[src/rtl/fuzz_stim_harness_if.sv]
// Fuzz-target side of the stimulus harness: the stimulus wires
// into the generated top and its `y` output coming back.
interface fuzz_stim_harness_if;
    logic [2:0] stim_wire0;
    logic [2:0] stim_wire1;
    logic [2:0] stim_wire2;
    logic [1:0] stim_wire3;
    logic       dut_y;

    modport master (
        output stim_wire0, stim_wire1, stim_wire2, stim_wire3,
        input  dut_y
    );

    modport slave (
        input  stim_wire0, stim_wire1, stim_wire2, stim_wire3,
        output dut_y
    );
endinterface

[src/rtl/fuzz_stim_harness.sv]
// LFSR stimulus generator and MISR signature compactor for fuzz targets.
// Optional golden comparison enabled by FUZZ_HARNESS_GOLDEN_CMP_EN.
module fuzz_stim_harness #(
    parameter logic [15:0] LFSR_POLY = 16'hB400,
    parameter logic [15:0] MISR_POLY = 16'h1021,
    parameter int          CNT_W     = 16,
    parameter int          LAT       = 1
) (
    input  logic             clk,
    input  logic             rst_n,
    input  logic             start,
    input  logic [15:0]      seed,
    input  logic [CNT_W-1:0] n_vec,
    fuzz_stim_harness_if.master tgt,
    output logic             busy,
    output logic             done,
    output logic [15:0]      signature
`ifdef FUZZ_HARNESS_GOLDEN_CMP_EN
    ,
    input  logic [15:0]      golden_sig,
    output logic             mismatch
`endif
);

    typedef enum logic [1:0] {
        IDLE,
        RUN,
        DRAIN,
        DONE
    } state_t;

    state_t           state;
    logic [15:0]      lfsr;
    logic [CNT_W-1:0] cnt;
    logic [1:0]       dcnt;
    logic [LAT-1:0]   pipe;
    logic [10:0]      stim;

    logic [15:0] seed_eff;
    logic [15:0] lfsr_nx;
    logic [15:0] misr_nx;

    // A zero seed would lock the LFSR at zero forever.
    assign seed_eff = (seed == 16'h0000) ? 16'h0001 : seed;
    assign lfsr_nx  = (lfsr >> 1) ^ (lfsr[0] ? LFSR_POLY : 16'h0000);
    assign misr_nx  = (signature << 1)
                    ^ (signature[15] ? MISR_POLY : 16'h0000)
                    ^ {15'b0, tgt.dut_y};

    assign tgt.stim_wire0 = stim[2:0];
    assign tgt.stim_wire1 = stim[5:3];
    assign tgt.stim_wire2 = stim[8:6];
    assign tgt.stim_wire3 = stim[10:9];

    always_ff @(posedge clk or negedge rst_n) begin
        if (!rst_n) begin
            state     <= IDLE;
            lfsr      <= 16'h0000;
            cnt       <= '0;
            dcnt      <= 2'd0;
            pipe      <= '0;
            stim      <= 11'd0;
            busy      <= 1'b0;
            done      <= 1'b0;
            signature <= 16'h0000;
`ifdef FUZZ_HARNESS_GOLDEN_CMP_EN
            mismatch  <= 1'b0;
`endif
        end else begin
            pipe[0] <= (state == RUN);
            for (int i = 1; i < LAT; i++) begin
                pipe[i] <= pipe[i-1];
            end

            // The response to a vector arrives LAT cycles after it.
            if (pipe[LAT-1]) begin
                signature <= misr_nx;
            end

            unique case (state)
                IDLE: begin
                    if (start) begin
                        lfsr      <= seed_eff;
                        cnt       <= n_vec;
                        signature <= 16'h0000;
`ifdef FUZZ_HARNESS_GOLDEN_CMP_EN
                        mismatch  <= 1'b0;
`endif
                        if (n_vec != '0) begin
                            state <= RUN;
                            busy  <= 1'b1;
                            stim  <= seed_eff[10:0];
                        end else begin
                            state <= DONE;
                            done  <= 1'b1;
                        end
                    end
                end
                RUN: begin
                    lfsr <= lfsr_nx;
                    cnt  <= cnt - 1'b1;
                    if (cnt == CNT_W'(1)) begin
                        state <= DRAIN;
                        dcnt  <= 2'(LAT - 1);
                        stim  <= 11'd0;
                    end else begin
                        stim  <= lfsr_nx[10:0];
                    end
                end
                DRAIN: begin
                    if (dcnt == 2'd0) begin
                        state <= DONE;
                        busy  <= 1'b0;
                        done  <= 1'b1;
                    end else begin
                        dcnt  <= dcnt - 2'd1;
                    end
                end
                DONE: begin
                    state <= IDLE;
                    done  <= 1'b0;
`ifdef FUZZ_HARNESS_GOLDEN_CMP_EN
                    mismatch <= (signature != golden_sig);
`endif
                end
                default: state <= IDLE;
            endcase
        end
    end

endmodule

[src/flat_wrapper.sv]
// flat-port wrapper written by rule: the top's interface ports become plain ports
module fuzz_stim_harness_flat 
#(
    parameter logic [15:0] LFSR_POLY = 16'hB400,
    parameter logic [15:0] MISR_POLY = 16'h1021,
    parameter int          CNT_W     = 16,
    parameter int          LAT       = 1
)
  (clk, rst_n, start, seed, n_vec, busy, done, signature, tgt_stim_wire0, tgt_stim_wire1, tgt_stim_wire2, tgt_stim_wire3, tgt_dut_y);
  fuzz_stim_harness_if tgt_i ();
  input  logic clk;
  input  logic rst_n;
  input  logic start;
  input  logic [15:0] seed;
  input  logic [CNT_W-1:0] n_vec;
  output logic busy;
  output logic done;
  output logic [15:0] signature;
  output wire logic [$bits(tgt_i.stim_wire0)-1:0] tgt_stim_wire0;
  output wire logic [$bits(tgt_i.stim_wire1)-1:0] tgt_stim_wire1;
  output wire logic [$bits(tgt_i.stim_wire2)-1:0] tgt_stim_wire2;
  output wire logic [$bits(tgt_i.stim_wire3)-1:0] tgt_stim_wire3;
  input wire logic [$bits(tgt_i.dut_y)-1:0] tgt_dut_y;
  assign tgt_stim_wire0 = tgt_i.stim_wire0;
  assign tgt_stim_wire1 = tgt_i.stim_wire1;
  assign tgt_stim_wire2 = tgt_i.stim_wire2;
  assign tgt_stim_wire3 = tgt_i.stim_wire3;
  assign tgt_i.dut_y = tgt_dut_y;
  fuzz_stim_harness #(.LFSR_POLY(LFSR_POLY), .MISR_POLY(MISR_POLY), .CNT_W(CNT_W), .LAT(LAT)) u_core (.clk(clk), .rst_n(rst_n), .start(start), .seed(seed), .n_vec(n_vec), .tgt(tgt_i), .busy(busy), .done(done), .signature(signature));
endmodule
[config.mk]
export PLATFORM = sky130hd
export DESIGN_NAME = fuzz_stim_harness_flat
export DESIGN_NICKNAME = d
export VERILOG_FILES = /design/src/rtl/fuzz_stim_harness_if.sv /design/src/rtl/fuzz_stim_harness.sv /design/src/flat_wrapper.sv
export SDC_FILE = /design/constraint.sdc
export NUM_CORES = 1
export LEC_CHECK = 0
export ABC_AREA = 0
export CORE_MARGIN = 1
export CORE_UTILIZATION = 45
export CTS_CLUSTER_DIAMETER = 120
export DETAILED_ROUTE_END_ITERATION = 10
export PLACE_DENSITY = 0.73
export SYNTH_ARGS = -nofsm -noshare
export SYNTH_HDL_FRONTEND = slang
export SYNTH_SLANG_ARGS = --single-unit
[constraint.sdc]
create_clock -name clk -period 2 [get_ports clk]
set_input_delay 0.3 -clock clk [delete_from_list [all_inputs] [get_ports clk]]
set_output_delay 0.3 -clock clk [all_outputs]
set_load 0.05 [all_outputs]
## Word-level counts from Yosys, hierarchy flattened

Index checks and enable logic that the tools add are counted.

| word-level totals | value |
|---|---|
| flip-flop bits (word level) | 66 |
| input port bits | 36 |
| output and inout bits | 29 |
| word-level logic and storage cells | 68 |

| operators by class | value |
|---|---|
| add/sub/neg operators | 2 |
| equal/unequal tests | 10 |
| multiplexer cells | 30 |
| bitwise logic cells | 3 |
| reduce and logical (&&, ||, !) cells | 14 |

Operators with widths:

| operator | count |
|---|---|
| $mux 16 | 7 |
| $pmux 16 s2 | 2 |
| $mux 11 | 3 |
| $pmux 11 s2 | 1 |
| $eq 16x1->1 const B | 1 |
| $logic_not 16->1 | 1 |
| $reduce_bool 16->1 | 1 |
| $sub 16x1->16 const B | 1 |
| $xor 15x16->16 | 1 |
| $xor 16x1->16 | 1 |
| $xor 16x16->16 | 1 |
| $mux 13 | 1 |
| $mux 2 | 6 |
| $reduce_and 3->1 | 3 |
| $ne 2x2->1 const B | 4 |
| $pmux 2 s4 | 1 |
| $reduce_and 4->1 | 2 |
| $mux 1 | 6 |
| $reduce_bool 2->1 | 3 |
| $eq 2x2->1 const B | 2 |
| $logic_not 2->1 | 2 |
| $ne 2x1->1 const B | 2 |
| $pmux 2 s2 | 1 |
| $pmux 1 s3 | 1 |
| 5 further kinds | 5 |

## Logic depth before layout (Yosys ltp)

Gate-level depths: netlist (run 1).

| depth | value |
|---|---|
| depth in word-level cells | 6 |
| mapped depth | 8 |
| mapped depth without buffers | 6 |

## Worst setup path before layout (run 1)

OpenSTA, ideal clock, no wires.

| timing | value |
|---|---|
| path kind | reg-to-reg |
| from | reg u_core.state[1] |
| to | reg u_core.cnt[8] |
| library setup time | 136 ps |
| data arrival time | 1780 ps |
| data required time | 1864 ps |
| setup slack | 84 ps |
| stages on the path, launching flop included | 9 |
| buffers on the path | 3 |
| period minus slack after synthesis | 1916 ps |
| path through | dfrtp_1 -> inv_1 -> ha_1 -> clkbuf_1 -> clkbuf_1 -> buf_1 -> o21ai_0 -> a21oi_1 -> a21oi_1 |

| on the way | value |
|---|---|
| cells in the longest elaborated chain, start to end | 3 |
| elaborated cells between the ends (all ways) | 6 |
| those cells by class | eq/ne (2); mux (1); reduce/logical (3) |

Ends and longest elaborated chain:

| element | line | text |
|---|---|---|
| start: declaration | fuzz_stim_harness.sv:32 | `state_t state;` |
| start signal: assignment | fuzz_stim_harness.sv:57 | `state <= IDLE;` |
| start signal: assignment | fuzz_stim_harness.sv:90 | `state <= RUN;` |
| start signal: assignment | fuzz_stim_harness.sv:94 | `state <= DONE;` |
| $eq 2x1->1 / $logic_not 2->1 (equally long branches) | fuzz_stim_harness.sv:80 | `unique case (state)` |
| $reduce_bool 2->1 (no source line) / $ne 2x2->1 (equally long branches) | n/a |  |
| $reduce_and 2->1 (no source line) | n/a |  |
| end signal: assignment | fuzz_stim_harness.sv:84 | `cnt <= n_vec;` |
| end signal: assignment | fuzz_stim_harness.sv:101 | `cnt <= cnt - 1'b1;` |
| end: declaration | fuzz_stim_harness.sv:34 | `logic [CNT_W-1:0] cnt;` |

Parallel ways exist; a longest one is shown, timed or not.
A chain may end at the register's enable or synchronous reset.

## Worst setup path after layout (run 1)

| timing | value |
|---|---|
| from | reg u_core.cnt[2] |
| to | reg u_core.stim[9] |

| on the way | value |
|---|---|
| cells in the longest elaborated chain, start to end | 3 |

Ends and longest elaborated chain:

| element | line | text |
|---|---|---|
| $eq 16x1->1 | fuzz_stim_harness.sv:102 | `if (cnt == CNT_W'(1)) begin` |
| $mux 11 | fuzz_stim_harness.sv:102 |  |
| $pmux 11 s2 | fuzz_stim_harness.sv:80 |  |
| end signal: assignment | fuzz_stim_harness.sv:92 | `stim <= seed_eff[10:0];` |
| end signal: assignment | fuzz_stim_harness.sv:107 | `stim <= lfsr_nx[10:0];` |
| end: declaration | fuzz_stim_harness.sv:37 | `logic [10:0] stim;` |

Every way passes these cells.

==> results of run 1 <==
[power groups by stage]
| stage | logic (mW) | registers (mW) | clock network [mW] |
|---|---|---|---|
| CTS | 4.54 | 2.52 | 1.23 |
| global placement | 4.42 | 2.51 | 0 |
| global route | 4.93 | 2.62 | 1.30 |
| floorplan | 2.28 | 3.31 | 0 |
| finish | 4.52 | 2.53 | 1.21 |
| detailed placement | 4.53 | 2.54 | 0 |
[cell families (layout without fill, tap and decap cells)]
| kind of cell | Yosys count | after routing | synth area share |
|---|---|---|---|
| compound gates | 100 | 100 | 0.1751 |
| mux | 31 | 31 | 0.08828 |
| simple gates | 124 | 124 | 0.1811 |
| fa+ha+maj | 7 | 7 | 0.02472 |
| xor+xnor | 6 | 6 | 0.01483 |
| buf+inv | 46 | 130 | 0.04979 |
| flops | 66 | 66 | 0.4661 |
[worst register-to-register path, cell delays in order (launching register included)]
cell     delay, ns
dfrtp_1       0.42
buf_4         0.16
nor4_1        0.36
nand4_1       0.23
buf_4         0.24
a31oi_1       0.25
mux2i_1       0.11
[layer usage]
layer / vias to the layer above / global-route usage / routed length (um)
li1: 1527 / - / -
met1: 1474 / 0.2975 / 3910
met2: 81 / 0.3371 / 3900
met3: 13 / 0.03620 / 334
met4: 0 / 0.08602 / 143
met5: - / 0 / 0
[flip-flops by register name, indices dropped and copies added (netlist names)]
| register | cells |
|---|---|
| u_core.stim | 11 |
| u_core.dcnt | 2 |
| u_core.cnt | 16 |
| u_core.signature | 16 |
| u_core.state | 2 |
| u_core.pipe | 1 |
| u_core.done | 1 |
| u_core.lfsr | 16 |
| u_core.busy | 1 |
[worst paths after layout]
check | startpoint | to | slack, ns | cells after the start
min | u_core.lfsr[12] | u_core.lfsr[12] | 0.49 | 2
max | u_core.cnt[2] | u_core.stim[9] | 0.1 | 6
max in group asynchronous | rst_n | u_core.cnt[4] | 1.18 | 3
max reg2reg | u_core.cnt[2] | u_core.stim[9] | 0.1 | 6
min in group asynchronous | rst_n | u_core.signature[7] | 0.50 | 3
min reg2reg | u_core.lfsr[12] | u_core.lfsr[12] | 0.49 | 2
[timing repair]
item,in CTS,in global routing
hold endpoints to repair,46,0
hold buffers,1,0
resized for setup,0,4
setup endpoints to repair,0,9
setup buffers,0,0
[cell type report]
class / count / area, sq um / area share
clock buffer: 11 / 131.4 / 0.02801
clock inverter: 5 / 78.83 / 0.01681
inverter: 22 / 82.58 / 0.01761
multi-input combinational: 268 / 1745 / 0.3722
sequential: 66 / 1652 / 0.3522
tap: 99 / 123.9 / 0.02641
timing repair buffer: 92 / 875.8 / 0.1868
[placed cells by master, fill, tap and decap left out, types with 5 or more instances in the layout]
| cell | instances |
|---|---|
| ha_1 | 6 |
| o22a_1 | 7 |
| nor4_1 | 9 |
| buf_4 | 25 |
| clkbuf_8 | 9 |
| nor2b_1 | 9 |
| nand4_1 | 5 |
| nand2_1 | 34 |
| a31oi_1 | 14 |
| mux2i_1 | 28 |
| clkdlybuf4s50_1 | 62 |
| nor2_1 | 31 |
| nand3_1 | 6 |
| inv_1 | 22 |
| o21ai_0 | 29 |
| a21oi_1 | 24 |
| nor3_1 | 7 |
| xnor2_1 | 5 |
| dfrtp_1 | 66 |
==> impl_metrics.yaml, run 1 <==
run_status:
  status: "finished, final reports clean"
logic_synthesis:
  synth_nets: 423
  ys.flop_type: "dfrtp_1"
  yosys-top-cells-area: "dfrtp_1 47%, mux2i_1 8.2%, o21ai_0 4.1%"
  synth_top_area_share: 0.4661
  synth_most_common_cell: "dfrtp_1"
  yosysSeqAreaShare: 0.4661
  syn_area_sq_um: 3543
  synthCells: 380
  async_reset_ff_frac: 1.000
  synth_commonest_cells: "66 x dfrtp_1, 34 x nand2_1, 31 x nor2_1"
  synth_cell_types: 53
  synth_edf_count: 0
  yosysWarnings: 0
  syn_area_per_cell_sq_um: 9.325
  synth_top_cell_by_area: "dfrtp_1"
  ys_ff_latch: 66
sta:
  rsz0062_at_grt: "no"
  period_share: 0.9519
  holdWs_ns: 0.4936
  clock.fmax_mhz: 525.3
  slew_headroom: 0.6552
  skew_ns: 0.01256
  finalHoldViolCount: 0
  fin_tns_setup_ns: 0
  setup_viol: 0
  finalWorstSetupSlack_ns: 0.09616
  tightest_slew_ns: 0.5155
  period_needed_ns: 1.904
  report.final.slew_viol_count: 0
critical_path:
  crit_path_end_kind: "flip-flop"
  crit_top_cell: "buf_4"
  cp_slowest_cell: "dfrtp_1"
  cp.required_ns: 2.20
  criticalPathCategory: "reg2reg"
  crit_path_start_kind: "flip-flop"
  worstPathMaxFanout: 10
  path_buf_inv: 2
  cpPeakStageDelay_ns: 0.42
  worstPathArrival_ns: 2.11
  worst_path_dominant_cell_family: "simple AND/OR/NAND/NOR gates"
  crit_path_cell_trace: "buf_4, nor4_1, nand4_1, buf_4, a31oi_1, mux2i_1"
clocking:
  clock_latency_ns: 0.34
  cts_sinks: 66
  cts_tree: "done"
  root_buffer: "clkbuf_8"
  clk_pin_slew_worst_paths_ns: 0.08
  htreeDepth: 3
  clockBufferDepth: 2
  numCtsBuffers: 9
place:
  pre_cts_slack_ns: -0.08331
  placed_cells: 546
  place_area_sq_um: 4452
  port_buffers: 64
  gp_congestion: 0.8797
  dpl.hpwl_mm: 5.821
detailed_routing:
  wire_per_inst_um: 14.72
  vias_per_cell: 5.497
  dr.pass1.iters: 4
  via_count: 3095
  route.detailed.drc: 0
  wl_mm: 8.289
  drt_iter0_drc: 166
  postRouteAntennaNets: 0
power:
  switching_share: 0.4581
  p_int_mw: 4.483
  p_leak_nw: 2.022
  combPwrFrac: 0.547
  pwr-share-clk: 0.147
  p_total_mw: 8.273
  netSwitchingPower_mw: 3.790
  max-vdd-ir-drop_mv: 0.8629
  seqPwrFrac: 0.306
  powerDensity_nw_per_um2: 1764
floorplanning:
  fp.dieW_um: 90.74
  start_util: 0.4758
  io-pin-count: 65
  fp.coreArea_sq_um: 7447
  die_h_um: 90.74
  dieArea_sq_um: 8233
  fp-row-count: 31
grt:
  grt_pass1_wl_mm: 14.23
  grt.total_usage: 0.2157
  overflow: 0
  grt_max_degree: 67
  grt_antenna_before_repair: 0
  grt_pass1_vias: 2970
cells_and_area:
  syn2layout_area_growth_pct: 32.34
  final_design_area_no_fill_sq_um: 4690
  drive_gt1_frac: 0.1185
  n_antenna_cell: 0
  fin_util: 0.6297
  nFillCells: 658
  fin_cells: 563
  fin_nets: 502
worst_hold_path:
  hold_path.class: "reg2reg"
flow_run:
  cap_viol_max_count: 0
(Power assumes the default switching activity.)
==> run 2, diff against run 1 <==
--- a/config.mk
+++ b/config.mk
@@ -7,10 +7,10 @@
 export LEC_CHECK = 0
 export ABC_AREA = 0
 export CORE_MARGIN = 1
-export CORE_UTILIZATION = 45
+export CORE_UTILIZATION = 47
 export CTS_CLUSTER_DIAMETER = 120
 export DETAILED_ROUTE_END_ITERATION = 10
-export PLACE_DENSITY = 0.73
+export PLACE_DENSITY = 0.76
 export SYNTH_ARGS = -nofsm -noshare
 export SYNTH_HDL_FRONTEND = slang
 export SYNTH_SLANG_ARGS = --single-unit
==> constraint.sdc (replaced) <==
create_clock -name clk -period 2 [get_ports clk]
set_input_delay 0.4 -clock clk [delete_from_list [all_inputs] [get_ports clk]]
set_output_delay 0.4 -clock clk [all_outputs]
set_load 0.05 [all_outputs]
==> impl_metrics.yaml, run 2 (synthesis results as in run 1) <==
run_status:
  status: "finished, final reports clean"
floorplanning:
  fp.coreArea_sq_um: 7253
  io-pin-count: 65
  dieArea_sq_um: 7891
  start_util: 0.4885
  fp.dieW_um: 88.83
  die_h_um: 88.83
  fp-row-count: 31
critical_path:
  crit_path_end_kind: "output port"
  path_buf_inv: 1
  cp.required_ns: 1.60
  crit_path_cell_trace: "clkdlybuf4s50_1"
  criticalPathCategory: "reg2out"
  r2r_cells: 6
  rr_startpoint: "u_core.cnt[0]"
  worstPathMaxFanout: 3
  r2r_slack_ns: 0.11
  worst_path_dominant_cell_family: "buffers and inverters"
  reg2reg_to: "u_core.cnt[6]"
  cp_slowest_cell: "clkdlybuf4s50_1"
  crit_path_start_kind: "flip-flop"
  worstPathArrival_ns: 1.56
  cpPeakStageDelay_ns: 0.84
grt:
  grt_max_degree: 67
  overflow: 0
  grt_pass1_vias: 2921
  grt_antenna_before_repair: 0
  grt.total_usage: 0.2272
  grt_pass1_wl_mm: 13.52
sta:
  period_share: 0.9781
  rsz0062_at_grt: "no"
  finalHoldViolCount: 0
  skew_ns: 0.009108
  clock.fmax_mhz: 511.2
  setup_viol: 0
  holdWs_ns: 0.06144
  slew_headroom: 0.6500
  report.final.slew_viol_count: 0
  tightest_slew_ns: 0.5234
  period_needed_ns: 1.956
flow_run:
  cap_viol_max_count: 0
place:
  dpl.hpwl_mm: 6.069
  port_buffers: 64
  gp_congestion: 0.8500
  placed_cells: 549
cells_and_area:
  reg_top3: "u_core.cnt (16), u_core.lfsr (16), u_core.signature (16)"
  fin_nets: 504
  n_antenna_cell: 0
  fin_cells: 565
  final_common_cell: "dfrtp_1"
  drive_gt1_frac: 0.1330
  layout_common_cells: "66 x dfrtp_1, 61 x clkdlybuf4s50_1, 34 x nand2_1, 31 x nor2_1, 29 x o21ai_0"
  syn2layout_area_growth_pct: 33.09
power:
  p_leak_nw: 2.029
  p_total_mw: 8.247
  powerDensity_nw_per_um2: 1749
  max-vdd-ir-drop_mv: 0.6324
detailed_routing:
  dr.pass1.iters: 4
  vias_per_cell: 5.540
  route.detailed.drc: 0
  wire_per_inst_um: 14.62
  wl_mm: 8.259
  drt_iter0_drc: 165
  postRouteAntennaNets: 0
  via_count: 3130
clocking:
  htreeDepth: 3
  clk_pin_slew_worst_paths_ns: 0.08
  clock_latency_ns: 0.34
  cts_sinks: 66
  cts_resized: 0
  cts_tree: "done"
  clockBufferDepth: 2
  cts_hold_buf: 0
  root_buffer: "clkbuf_8"
  post-cts-setup-buffers: 0
  numCtsBuffers: 9
worst_hold_path:
  hold_path.class: "in2async"
## run 2: metal layers
layer	wire [um]	GRT usage	vias to the layer above
met2	4017	0.3783	78
met1	3726	0.2928	1494
li1	-	-	1543
met4	172	0.1070	0
met5	0	0	-
met3	343	0.03265	15
## run 2: area by class of cell
type | count | area (sq um)
multi-input cells | 268 | 1754
fillers | 648 | 2537
repair buffers | 94 | 910.9
well taps | 99 | 123.9
flip-flops and latches | 66 | 1652
inverters | 22 | 82.58
clock buffers | 9 | 123.9
clock inverters | 7 | 68.82
## run 2: metrics by stage
step	setup TNS [ns]	worst slack (ns)	util	instance area [sq um]
3_5_place_dp	-2.150	-0.1991	0.6200	4497
3_3_place_gp	-2.226	-0.2058	0.6200	4497
2_1_floorplan	0	0.08399	-	3543
6_report	0	0.04381	0.6502	4716
4_1_cts	0	0.01419	0.6465	4690
5_1_grt	0	0.002582	0.6502	4716
## run 2: worst max-delay path by stage
stage | from | to | slack, ns | depth (start not counted)
after global routing | u_core.busy | busy | 0.003 | 1
after global placement | n_vec[10] | u_core.stim[9] | -0.21 | 7
final | u_core.busy | busy | 0.04 | 1
after detailed placement | n_vec[10] | u_core.stim[9] | -0.20 | 7
after CTS | u_core.signature[11] | signature[11] | 0.01 | 1
after floorplan | u_core.state[1] | u_core.cnt[8] | 0.08 | 8
## run 2: report_power, final
part	internal, mW	switching (mW)
clock	0.573	0.529
sequential	1.96	0.536
combinational	1.87	2.77
==> run 3, diff against run 2 <==
--- a/config.mk
+++ b/config.mk
@@ -6,6 +6,7 @@
 export NUM_CORES = 1
 export LEC_CHECK = 0
 export ABC_AREA = 0
+export CORE_ASPECT_RATIO = 1.5
 export CORE_MARGIN = 1
 export CORE_UTILIZATION = 47
 export CTS_CLUSTER_DIAMETER = 120
==> impl_metrics.yaml, run 3 (synthesis results as in run 1) <==
power:
  powerDensity_nw_per_um2: 1727
  max-vdd-ir-drop_mv: 0.9969
  seqPwrFrac: 0.312
  pwr-share-clk: 0.118
  p_total_mw: 8.028
  switching_share: 0.4711
  p_leak_nw: 2.021
  p_int_mw: 4.245
  combPwrFrac: 0.571
  netSwitchingPower_mw: 3.782
cells_and_area:
  nFillCells: 626
  drive_gt1_frac: 0.1274
  n_antenna_cell: 0
  final_common_cell: "dfrtp_1"
  syn2layout_area_growth_pct: 31.14
  layout_common_cells: "66 x dfrtp_1, 59 x clkdlybuf4s50_1, 34 x nand2_1, 31 x nor2_1, 29 x o21ai_0"
  reg_top3: "u_core.cnt (16), u_core.lfsr (16), u_core.signature (16)"
  fin_nets: 502
  final_design_area_no_fill_sq_um: 4647
floorplanning:
  fp.coreArea_sq_um: 7274
  fp-row-count: 38
  start_util: 0.4871
  io-pin-count: 65
  dieArea_sq_um: 7897
  fp.dieW_um: 72.90
  die_h_um: 108.3
sta:
  slew_headroom: 0.6624
  skew_ns: 0.009347
  finalWorstSetupSlack_ns: 0.06111
  tightest_slew_ns: 0.5048
  setup_viol: 0
  clock.fmax_mhz: 515.8
  period_needed_ns: 1.939
  finalHoldViolCount: 0
  report.final.slew_viol_count: 0
  rsz0062_at_grt: "no"
  holdWs_ns: 0.05877
  period_share: 0.9694
clocking:
  cts_sinks: 66
  clock_latency_ns: 0.34
  post-cts-setup-buffers: 0
  root_buffer: "clkbuf_8"
  cts_tree: "done"
  htreeDepth: 3
  cts_hold_buf: 0
  numCtsBuffers: 9
  clk_pin_slew_worst_paths_ns: 0.08
  clockBufferDepth: 2
critical_path:
  r2r_cells: 4
  cp.required_ns: 1.60
  cpPeakStageDelay_ns: 0.82
  crit_path_end_kind: "output port"
  worstPathMaxFanout: 2
  worstPathArrival_ns: 1.54
  cp.depth: 1
  crit_path_cell_trace: "clkdlybuf4s50_1"
  path_buf_inv: 1
  criticalPathCategory: "reg2out"
  cp_slowest_cell: "clkdlybuf4s50_1"
  worst_path_dominant_cell_family: "buffers and inverters"
  crit_path_start_kind: "flip-flop"
run_status:
  status: "finished, final reports clean"
grt:
  overflow: 0
  grt_pass1_wl_mm: 13.70
  grt_pass1_vias: 3010
  grt_antenna_before_repair: 0
  grt.total_usage: 0.2257
  grt_max_degree: 67
detailed_routing:
  postRouteAntennaNets: 0
  vias_per_cell: 5.528
  wl_mm: 8.260
  via_count: 3112
  route.detailed.drc: 0
  drt_iter0_drc: 200
  wire_per_inst_um: 14.67
  dr.pass1.iters: 4
place:
  dpl.hpwl_mm: 5.902
  place_area_sq_um: 4468
  pre_cts_slack_ns: -0.1846
  port_buffers: 64
  gp_congestion: 0.8539
flow_run:
  cap_viol_max_count: 0
worst_hold_path:
  hold_path.class: "in2async"
## run 3: cell types whose count changed in the layout (fill, tap and decap cells not counted), sizes merged
cell           previous run  this run
buf                      32        31
bufinv                    1         0
clkdlybuf4s50            61        59
clkinv                    3         4
dlymetal6s2s              1         2
inv                      23        22
## run 3: worst paths after layout
path / start / end / slack (ns)
min in group clk: u_core.lfsr[15] / u_core.lfsr[15] / 0.48
max in group asynchronous: rst_n / u_core.stim[2] / 1.65
worst max-delay path: u_core.stim[0] / tgt_stim_wire0[0] / 0.06
worst min register to register: u_core.lfsr[15] / u_core.lfsr[15] / 0.48
worst max register to register: u_core.cnt[6] / u_core.cnt[11] / 0.07
worst min-delay path: rst_n / u_core.cnt[12] / 0.06
## run 3: power groups by stage
stage,registers (mW),logic [mW],clock network (mW)
3_5_place_dp,2.52,4.56,0
3_3_place_gp,2.48,4.46,0
5_1_grt,2.59,5.00,1.02
6_report,2.50,4.58,0.946
2_1_floorplan,3.31,2.28,0
4_1_cts,2.50,4.59,0.963
## run 3: final cells by class
type,instances,area (sq um),share of cell area
sequential,66,1652,0.3554
clock inverter,6,35.03,0.007539
inverter,22,82.58,0.01777
timing repair buffer,92,883.3,0.1901
clock buffer,9,123.9,0.02666
tap,100,125.1,0.02693
multi-input combinational,268,1745,0.3756
## run 3: repair_timing
action | in CTS | in global routing
setup endpoints to repair | 1 | 4
endpoints found under the hold margin | 0 | 0
gates resized for setup | 1 | 4
## run 3: metal layers
metal	global-route usage	vias to the layer above	wire length, um	share of wire
li1	-	1536	-	-
met1	0.2731	1498	3436	0.42
met3	0.05499	10	292	0.035
met4	0.07563	0	97	0.012
met2	0.3892	68	4434	0.54
met5	0	-	0	0
## run 3: metrics by stage
stage | setup TNS [ns] | cells | util
after floorplan | 0 | 380 | -
after global placement | -1.469 | 548 | 0.6142
after detailed placement | -1.779 | 548 | 0.6142
after CTS | 0 | 563 | 0.6369
after global routing | 0 | 563 | 0.6388
final | 0 | 563 | 0.6388
